$ cat config.mk
export PLATFORM = sky130hd
export DESIGN_NAME = alu_cc_stage
export DESIGN_NICKNAME = d
export VERILOG_FILES = /design/src/rtl/alu_pkg.sv /design/src/rtl/alu_core.sv /design/src/rtl/alu_cc_stage.sv
export SDC_FILE = /design/constraint.sdc
export NUM_CORES = 1
export LEC_CHECK = 0
export ABC_AREA = 1
export BUFFER_PORTS_ARGS = -buffer_cell sky130_fd_sc_hd__buf_2
export CORE_MARGIN = 2
export CORE_UTILIZATION = 47
export DETAILED_ROUTE_END_ITERATION = 6
export PLACE_DENSITY = 0.67
export SYNTH_ARGS = -nofsm -noshare
export SYNTH_HDL_FRONTEND = slang
export SYNTH_SLANG_ARGS = --single-unit
export TNS_END_PERCENT = 30
$ cat constraint.sdc
create_clock -name clk -period 4.21 [get_ports clk]
set_input_delay 0.842 -clock clk [delete_from_list [all_inputs] [get_ports clk]]
set_output_delay 0.842 -clock clk [all_outputs]
set_load 0.01 [all_outputs]
$ cat src/rtl/alu_pkg.sv
// ----------------------------------------------------------------------------
// alu_pkg
// Shared definitions for the y86-64 execute stage:
//   - ALU function codes (ifun field of OPq)
//   - bit positions of the condition codes inside a packed {ZF,SF,OF} vector
//   - cc_t, the condition-code register type
//   - alu_is_legal(), which tells whether an ifun selects a real ALU operation
// ----------------------------------------------------------------------------
package alu_pkg;

    localparam logic [3:0] ALU_ADD = 4'd0;
    localparam logic [3:0] ALU_SUB = 4'd1;
    localparam logic [3:0] ALU_AND = 4'd2;
    localparam logic [3:0] ALU_XOR = 4'd3;

    localparam int CC_ZF = 2;
    localparam int CC_SF = 1;
    localparam int CC_OF = 0;

    // Field order matches the CC_* indices: zf is bit 2, of is bit 0.
    typedef struct packed {
        logic zf;
        logic sf;
        logic of;
    } cc_t;

    function automatic logic alu_is_legal(input logic [3:0] ifun);
        return (ifun == ALU_ADD) || (ifun == ALU_SUB) ||
               (ifun == ALU_AND) || (ifun == ALU_XOR);
    endfunction

endpackage : alu_pkg

$ cat src/rtl/alu_core.sv
// ----------------------------------------------------------------------------
// alu_core
// Purely combinational y86-64 ALU. Operand order follows y86: the result is
// valB <op> valA. Flags are derived from the produced result; an illegal
// ifun forces valE to zero and raises illegal. The flag outputs are still
// driven for an illegal ifun but carry no meaning, so the caller must not
// load them into the CC register in that case.
//
// Ports:
//   ifun     in   4  ALU function code (ALU_ADD/SUB/AND/XOR, others illegal)
//   valA     in   W  operand A (rA value)
//   valB     in   W  operand B (rB value)
//   valE     out  W  result, wrapped modulo 2^W
//   zf       out  1  result is zero
//   sf       out  1  result sign bit
//   of       out  1  signed overflow (ADD/SUB only, 0 for logic ops)
//   illegal  out  1  ifun is not a defined ALU operation
// ----------------------------------------------------------------------------
module alu_core
    import alu_pkg::*;
#(
    parameter int W = 64
) (
    input  logic [3:0]   ifun,
    input  logic [W-1:0] valA,
    input  logic [W-1:0] valB,
    output logic [W-1:0] valE,
    output logic         zf,
    output logic         sf,
    output logic         of,
    output logic         illegal
);

    logic [W-1:0] sum;
    logic [W-1:0] diff;
    logic         sign_a;
    logic         sign_b;

    assign sum    = valB + valA;
    assign diff   = valB - valA;
    assign sign_a = valA[W-1];
    assign sign_b = valB[W-1];

    // Overflow on ADD: operands share a sign and the result sign differs.
    // Overflow on SUB: operands differ in sign and the result sign leaves
    // that of the minuend (valB).
    always_comb begin
        valE    = '0;
        of      = 1'b0;
        illegal = 1'b0;
        case (ifun)
            ALU_ADD: begin
                valE = sum;
                of   = (sign_a == sign_b) && (sum[W-1] != sign_b);
            end
            ALU_SUB: begin
                valE = diff;
                of   = (sign_a != sign_b) && (diff[W-1] != sign_b);
            end
            ALU_AND: begin
                valE = valB & valA;
            end
            ALU_XOR: begin
                valE = valB ^ valA;
            end
            default: begin
                illegal = 1'b1;
            end
        endcase
    end

    assign zf = (valE == '0);
    assign sf = valE[W-1];

endmodule : alu_core

$ cat src/rtl/alu_cc_stage.sv
// ----------------------------------------------------------------------------
// alu_cc_stage
// Execute stage of the y86-64 pipeline. Takes an operand bundle over a
// valid/ready handshake, runs it through alu_core and registers valE/err
// for the memory stage with one cycle of latency. It also owns the
// architectural condition-code register {ZF,SF,OF}.
//
// The output register is a single-entry skid-free slot: a new bundle may be
// accepted on the same edge the current one is consumed, so a stream runs
// at one bundle per cycle without bubbles.
//
// Ports:
//   clk        in   1  clock, rising edge
//   rst        in   1  synchronous active-high reset
//   in_valid   in   1  operand bundle valid
//   in_ready   out  1  stage can take a bundle this cycle
//   in_ifun    in   4  ALU function code
//   in_valA    in   W  operand A
//   in_valB    in   W  operand B
//   in_set_cc  in   1  bundle updates CC (OPq)
//   cc_hold    in   1  downstream exception/bubble, blocks CC update
//   out_valid  out  1  out_valE/out_err hold a live result
//   out_ready  in   1  consumer takes the result
//   out_valE   out  W  registered result
//   out_err    out  1  registered illegal-ifun flag
//   cc_zf      out  1  zero flag
//   cc_sf      out  1  sign flag
//   cc_of      out  1  signed-overflow flag
// ----------------------------------------------------------------------------
module alu_cc_stage
    import alu_pkg::*;
#(
    parameter int         W        = 64,
    parameter logic [2:0] CC_RESET = 3'b100
) (
    input  logic         clk,
    input  logic         rst,

    input  logic         in_valid,
    output logic         in_ready,
    input  logic [3:0]   in_ifun,
    input  logic [W-1:0] in_valA,
    input  logic [W-1:0] in_valB,
    input  logic         in_set_cc,
    input  logic         cc_hold,

    output logic         out_valid,
    input  logic         out_ready,
    output logic [W-1:0] out_valE,
    output logic         out_err,

    output logic         cc_zf,
    output logic         cc_sf,
    output logic         cc_of
);

    logic [W-1:0] core_valE;
    logic         core_zf;
    logic         core_sf;
    logic         core_of;
    logic         core_illegal;

    logic         accept;
    logic         cc_we;
    cc_t          cc_q;
    cc_t          cc_new;

    alu_core #(
        .W (W)
    ) u_alu_core (
        .ifun    (in_ifun),
        .valA    (in_valA),
        .valB    (in_valB),
        .valE    (core_valE),
        .zf      (core_zf),
        .sf      (core_sf),
        .of      (core_of),
        .illegal (core_illegal)
    );

    // The slot frees up on the same edge it is consumed, so readiness looks
    // straight through to out_ready.
    assign in_ready = !out_valid || out_ready;
    assign accept   = in_valid && in_ready;

    // An illegal ifun still travels down the pipe (flagged by out_err) but
    // must never disturb the architectural flags.
    assign cc_we  = accept && in_set_cc && !cc_hold && !core_illegal;
    assign cc_new = '{zf: core_zf, sf: core_sf, of: core_of};

    always_ff @(posedge clk) begin
        if (rst) begin
            out_valid <= 1'b0;
            out_valE  <= '0;
            out_err   <= 1'b0;
        end else if (accept) begin
            out_valid <= 1'b1;
            out_valE  <= core_valE;
            out_err   <= core_illegal;
        end else if (out_ready) begin
            // Result consumed with nothing behind it; data is left in place.
            out_valid <= 1'b0;
        end
    end

    always_ff @(posedge clk) begin
        if (rst) begin
            cc_q <= cc_t'(CC_RESET);
        end else if (cc_we) begin
            cc_q <= cc_new;
        end
    end

    assign cc_zf = cc_q.zf;
    assign cc_sf = cc_q.sf;
    assign cc_of = cc_q.of;

endmodule : alu_cc_stage

==> summary.txt, run 1 <==
Outcome
  – Outcome: complete, no violations

Synthesis
  – Ys async rst share: 0%
  – Ys flop type: dfxtp_1
  – Synth Cell Area: 0.0168 mm²
  – Yosys top cell by area: nand2_1
  – Synth unique cells: 43
  – Synthesized area per cell: 4.98 µm²
  – Post-Synthesis Net Count: 3636
  – Synth Instances: 3368
  – Ys Warns: 0
  – Number of enable flip-flop cells after synthesis: 0
  – Post-synth top cells: nand2_1 (1137), inv_1 (735), nor2_1 (362), nand3_1 (272), ha_1 (128)
  – Most common cell in the netlist: nand2_1
  – Top cells by area, synth: nand2_1 (25%), inv_1 (16%), ha_1 (9.5%), dfxtp_1 (8.2%), nand3_1 (8.1%)
  – Seq/Total Area, Yosys: 8.23%
  – Synth top area share: 25.4%
  – Yosys reg bits: 69

Hold path
  – Hold Path End: out_valE[20]
  – Hold Crit Class: flop to flop
  – Worst hold start: out_valE[20]
  – Hold Path Stages: 2

GRT
  – Largest net degree at the start of global routing: 94
  – GRT Total Usage: 40.9%
  – Initial antenna violation count: 1
  – Gr ovfl total: 0
  – Number of global-route vias before repair: 18597
  – First-pass GRT wire length: 113 mm

Place
  – Pre-CTS WS: 335 ps
  – Placer Congestion: 1.11
  – Port bufs: 207
  – Placed instance area: 0.0182 mm²
  – Placed insts: 3992
  – HPWL after DPL: 67.1 mm

Floorplanning
  – Initial Utilization: 47.4%
  – Row cnt: 69
  – Die H: 193 µm
  – Core Box Area: 0.0354 mm²
  – Die area: 0.0372 mm²
  – Number of I/O pins: 208
  – Die Wd: 193 µm

Setup path
  – Critical path class: primary input to flop
  – Critical R2R Capture: cc_zf
  – Element type at the critical path end: flop
  – Worst EP arrival: 4060 ps
  – Critical Path RT: 4490 ps
  – Critical R2R Launch: out_valid
  – Crit-path max FO: 9
  – Startpoint types: primary input
  – R2R depth: 17
  – R2R Setup Slk: 1940 ps

STA
  – Tmin final: 3780 ps
  – Final period utilization: 89.7%
  – Slew Limit Headroom: 31.1%
  – Hold Vio Cnt, Final: 0
  – Post-Route Skew: 5.33 ps
  – Final Setup Violations: 0
  – RSZ-0062 raised after global routing: no
  – Fin. max-slew vios: 0
  – Worst hold slack: 498 ps
  – Slew @ Worst Pin: 1030 ps
  – Setup TNS: 0 ps
  – Setup ws final: 432 ps
  – F_max: 265 MHz

Clocking
  – CTS Root Cell: clkbuf_16
  – Postcts setup bufs: 0
  – CTS tree: done
  – Clock Path Buffers: 2
  – H-tree level count: 3
  – CTS resizes: 0
  – Clock transition at the registers of the reported paths: 60 ps
  – # hold bufs at CTS: 0
  – Skew-Pair Late Insertion Delay: 330 ps
  – # clock sinks: 69
  – Total CTS buffers: 9

Pwr
  – Leakage: 11.4 nW
  – Power density over cell area: 202 mW/mm²
  – Max IR drop VDD: 311 µV

Detailed routing
  – DR vias/cell: 5.35
  – Drt wl/cell: 19.4 µm
  – DRT iter0 DRCs: 2478
  – Post-route DRC: 0
  – DRT antenna net count: 0
  – WL final: 77.6 mm
  – Vias: 21441
  – Detailed Routing Iterations Pass 1: 7

Layout
  – Layout area overhead: 10.4%
  – Fin nets: 3810
  – Share of layout cells above drive strength 1: 12.0%
  – Design Area, Final: 0.0185 mm²
  – Non-Filler Instances: 4009
  – Fillers: 4067

Run
  – Max cap viols: 0
==> how the worst max path moves through the flow <==
stage                      from  endpoint  slack, ps  depth (start not counted)
floorplan            in_valB[0]     cc_zf       1270                         24
global placement    in_valA[27]     cc_zf        280                         21
detailed placement  in_valA[20]     cc_zf        340                         21
CTS                 in_valA[19]     cc_zf        670                         21
global route        in_valA[13]     cc_zf        350                         21
finish               in_valA[8]     cc_zf        430                         21
==> critical path, cell delays in order <==
cell	delay, ps
buf_2	90
inv_1	40
ha_1	470
nand2_1	170
nor2_1	210
nand3_1	160
nand3_1	280
nand3_1	190
nand2_1	260
nand2_1	110
nand3_1	90
nand2_1	50
nand3_1	70
nand2_1	60
nor2_1	460
nand2_1	120
nor2_1	110
nand2_1	60
nor2_1	110
nand2_1	60
nand2_1	50
==> through the flow <==
step	utilization (%)	total power, W
floorplan	-	0.00220
CTS	52.3	0.00365
detailed placement	51.5	0.00294
global route	52.3	0.00398
finish	52.4	0.00374
global placement	51.5	0.00295
==> registers in the layout, indices dropped and copies added, names as in the netlist <==
signal	cells
cc_of	1
out_valE	64
out_err	1
out_valid	1
cc_sf	1
cc_zf	1
==> metal layers <==
metal  vias up  global-route usage (%)  part of all wire [%]
met3       156                    11.0                    13
met4         2                    12.8                   3.2
met1      9430                    57.5                    43
met5         -                    2.25                  0.14
met2      1294                    60.0                    40
li1      10559                       -                     -
==> layout by cell type, fill, tap and decap left out, drive strengths merged, types with 19 or more instances in the layout <==
cell type  count
inv          768
nand3b        19
o21ai        105
o211ai        27
nand2       1153
a21oi        125
nand3        276
o22ai         56
dfxtp         69
ha           128
nor3          24
nand4         46
nor2         427
buf          268
==> kinds of logic (layout without fill, tap and decap cells) <==
group,count (synthesis),count (layout),synth area share (%)
DFF,69,69,8.23
and+or+nand+nor,1955,1955,49.3
other,0,1,0
xor gates and xnor gates,1,1,0.0522
adders and majority gates,130,130,9.78
AOI/OAI and AO/OA,337,337,11.4
buffers and inverters,876,1055,21.3
==> final cells by class <==
cell class                      count  area (µm²)  share of cell area [%]
Multi-Input combinational cell   2423       11800                    63.9
Inverter                          771        2890                    15.6
Timing Repair Buffer              268        1540                    8.33
Sequential cell                    69        1380                    7.45
Tap cell                          461         577                    3.11
Clock buffer                        9         225                    1.22
Clock inverter                      7        60.1                   0.324
Antenna cell                        1        2.50                  0.0135
==> power breakdown <==
part	switching, W	leakage, nW	total (W)	internal, W
combinational	0.00163	10.7	0.00231	0.000677
clock	0.000302	0.130	0.000708	0.000406
sequential	0.0000254	0.569	0.000726	0.000700
total	0.00196	11.4	0.00374	0.00178
(Power assumes the default switching activity.)
==> inputs of run 2 (changes only) <==
--- a/config.mk
+++ b/config.mk
@@ -7,10 +7,12 @@
 export LEC_CHECK = 0
 export ABC_AREA = 1
 export BUFFER_PORTS_ARGS = -buffer_cell sky130_fd_sc_hd__buf_2
+export CELL_PAD_IN_SITES_DETAIL_PLACEMENT = 2
+export CELL_PAD_IN_SITES_GLOBAL_PLACEMENT = 2
 export CORE_MARGIN = 2
-export CORE_UTILIZATION = 47
+export CORE_UTILIZATION = 32
 export DETAILED_ROUTE_END_ITERATION = 6
-export PLACE_DENSITY = 0.67
+export PLACE_DENSITY_LB_ADDON = 0.1
 export SYNTH_ARGS = -nofsm -noshare
 export SYNTH_HDL_FRONTEND = slang
 export SYNTH_SLANG_ARGS = --single-unit
==> summary.txt, run 2 (synthesis gave the netlist of run 1 again) <==
STA
  – Tmin final: 4240 ps
  – Worst hold slack: 534 ps
  – Hold Vio Cnt, Final: 0
  – Post-Route Skew: 5.68 ps
  – RSZ-0062 raised after global routing: no
  – Slew @ Worst Pin: 1160 ps
  – Final Setup Violations: 1
  – F_max: 236 MHz
  – Setup ws final: -31.9 ps
  – Slew Limit Headroom: 22.8%
  – Fin. max-slew vios: 0
  – Final period utilization: 101%

GRT
  – Gr ovfl total: 0
  – Initial antenna violation count: 5
  – First-pass GRT wire length: 171 mm
  – Number of global-route vias before repair: 26359
  – Largest net degree at the start of global routing: 93
  – GRT Total Usage: 42.9%

Clocking
  – CTS tree: done
  – Total CTS buffers: 9
  – H-tree level count: 3
  – Clock transition at the registers of the reported paths: 60 ps
  – # clock sinks: 69
  – Skew-Pair Late Insertion Delay: 360 ps
  – CTS Root Cell: clkbuf_16
  – Clock Path Buffers: 2

Pwr
  – Max IR drop VDD: 247 µV
  – Power density over cell area: 217 mW/mm²
  – Pwr Total: 0.00437 W
  – Leakage: 12.2 nW

Layout
  – Design Area, Final: 0.0201 mm²
  – Final Util: 38.9%
  – Biggest register: out_valE
  – Commonest non-fill, non-tap cell in the layout: nand2_1
  – Max reg flops: 64
  – Fin nets: 3976
  – Layout area overhead: 19.6%
  – Share of layout cells above drive strength 1: 16.0%
  – Most frequent cells in the layout: nand2_1 (1137), inv_1 (733), nor2_1 (357)

Hold path
  – Worst hold start: out_valE[41]
  – Hold Crit Class: flop to flop

Outcome
  – Failing checks: setup timing
  – Outcome: finished, violations left

Detailed routing
  – Routed wl met2: 52.0 mm
  – Met3 WL: 9.76 mm
  – Vias: 24381
  – Max layer used: met5
  – Drt wl/cell: 26.8 µm
  – WL final: 118 mm
  – DRT antenna net count: 0
  – Met1 WL: 50.9 mm
  – DR vias/cell: 5.55
  – DRT iter0 DRCs: 2062
  – Detailed Routing Iterations Pass 1: 6
  – Post-route DRC: 0

Setup path
  – Startpoint types: primary input
  – Critical path class: primary input to flop
  – Max stage delay on crit path: 400 ps
  – Worst EP arrival: 4490 ps
  – Most common cell on crit path: nand2_1
  – Slowest CP cell: a21boi_0
  – Element type at the critical path end: flop
  – R2R Setup Slk: 1450 ps
  – Setup crit start: in_valA[6]
  – Crit-path max FO: 6
  – Critical R2R Launch: out_valid
  – Critical Path RT: 4460 ps

Floorplanning
  – Row cnt: 83
  – Core Box Area: 0.0516 mm²
  – Die area: 0.0543 mm²
  – Initial Utilization: 32.5%
  – Die Wd: 233 µm
  – Die H: 233 µm
  – Number of I/O pins: 208

Place
  – Pre-CTS WS: -270 ps
  – Port bufs: 207
  – Placer Congestion: 1.03
  – HPWL after DPL: 101 mm
  – Placed instance area: 0.0198 mm²

Run
  – Max cap viols: 0
run 2: changes by cell type in the layout (fill, tap and decap cells not counted), moves of 2 or more:
| cell | previous run | this run |
|---|---|---|
| nor2_2 | 55 | 60 |
| clkinv_4 | 2 | 0 |
| buf_4 | 57 | 222 |
| clkbuf_1 | 0 | 4 |
| clkinvlp_4 | 3 | 0 |
| nor2_1 | 362 | 357 |
| inv_2 | 32 | 34 |
run 2: cell type report:
type                       instances  area, µm²
inverter                         771       2890
tap                              680        851
clock inverter                     2       35.0
multi-input combinational       2423      11900
timing repair buffer             434       2800
antenna                            1       2.50
fill                            7029      31500
clock buffer                      13        240
sequential                        69       1380
run 2: per-stage QoR:
step,setup TNS (ps),instances
floorplan,0,3368
global placement,-79.9,4377
CTS,0,4392
detailed placement,-319,4377
finish,-31.9,4393
global route,0,4392
run 2: per-layer routing:
metal | up-vias | global-route usage [%]
met4 | 6 | 17.8
met1 | 12123 | 56.2
met2 | 1118 | 69.2
met3 | 253 | 7.16
li1 | 10881 | -
met5 | - | 0
run 2: worst paths after layout:
| check | endpoint | cells past startpoint |
|---|---|---|
| worst min-delay path | out_valE[41] | 2 |
| worst max register to register | cc_zf | 17 |
| worst min register to register | out_valE[41] | 2 |
| worst max-delay path | cc_zf | 26 |
run 2: repair_timing:
item / in CTS / in global routing
setup endpoints to repair: 0 / 1
resized for setup: 0 / 7
hold buffers: 0 / 0
setup buffers: 0 / 0
run 2: report_power, final:
part | internal (W) | switching (W)
registers | 0.000700 | 0.0000404
logic | 0.000827 | 0.00203
clock network | 0.000456 | 0.000315
run 2: critical path, delay by kind of cell:
family	cells	cell delay (ps)
and+or+nand+nor	14	1270
buffers and inverters	8	1210
AOI/OAI and AO/OA	3	830
adders and majority gates	1	320
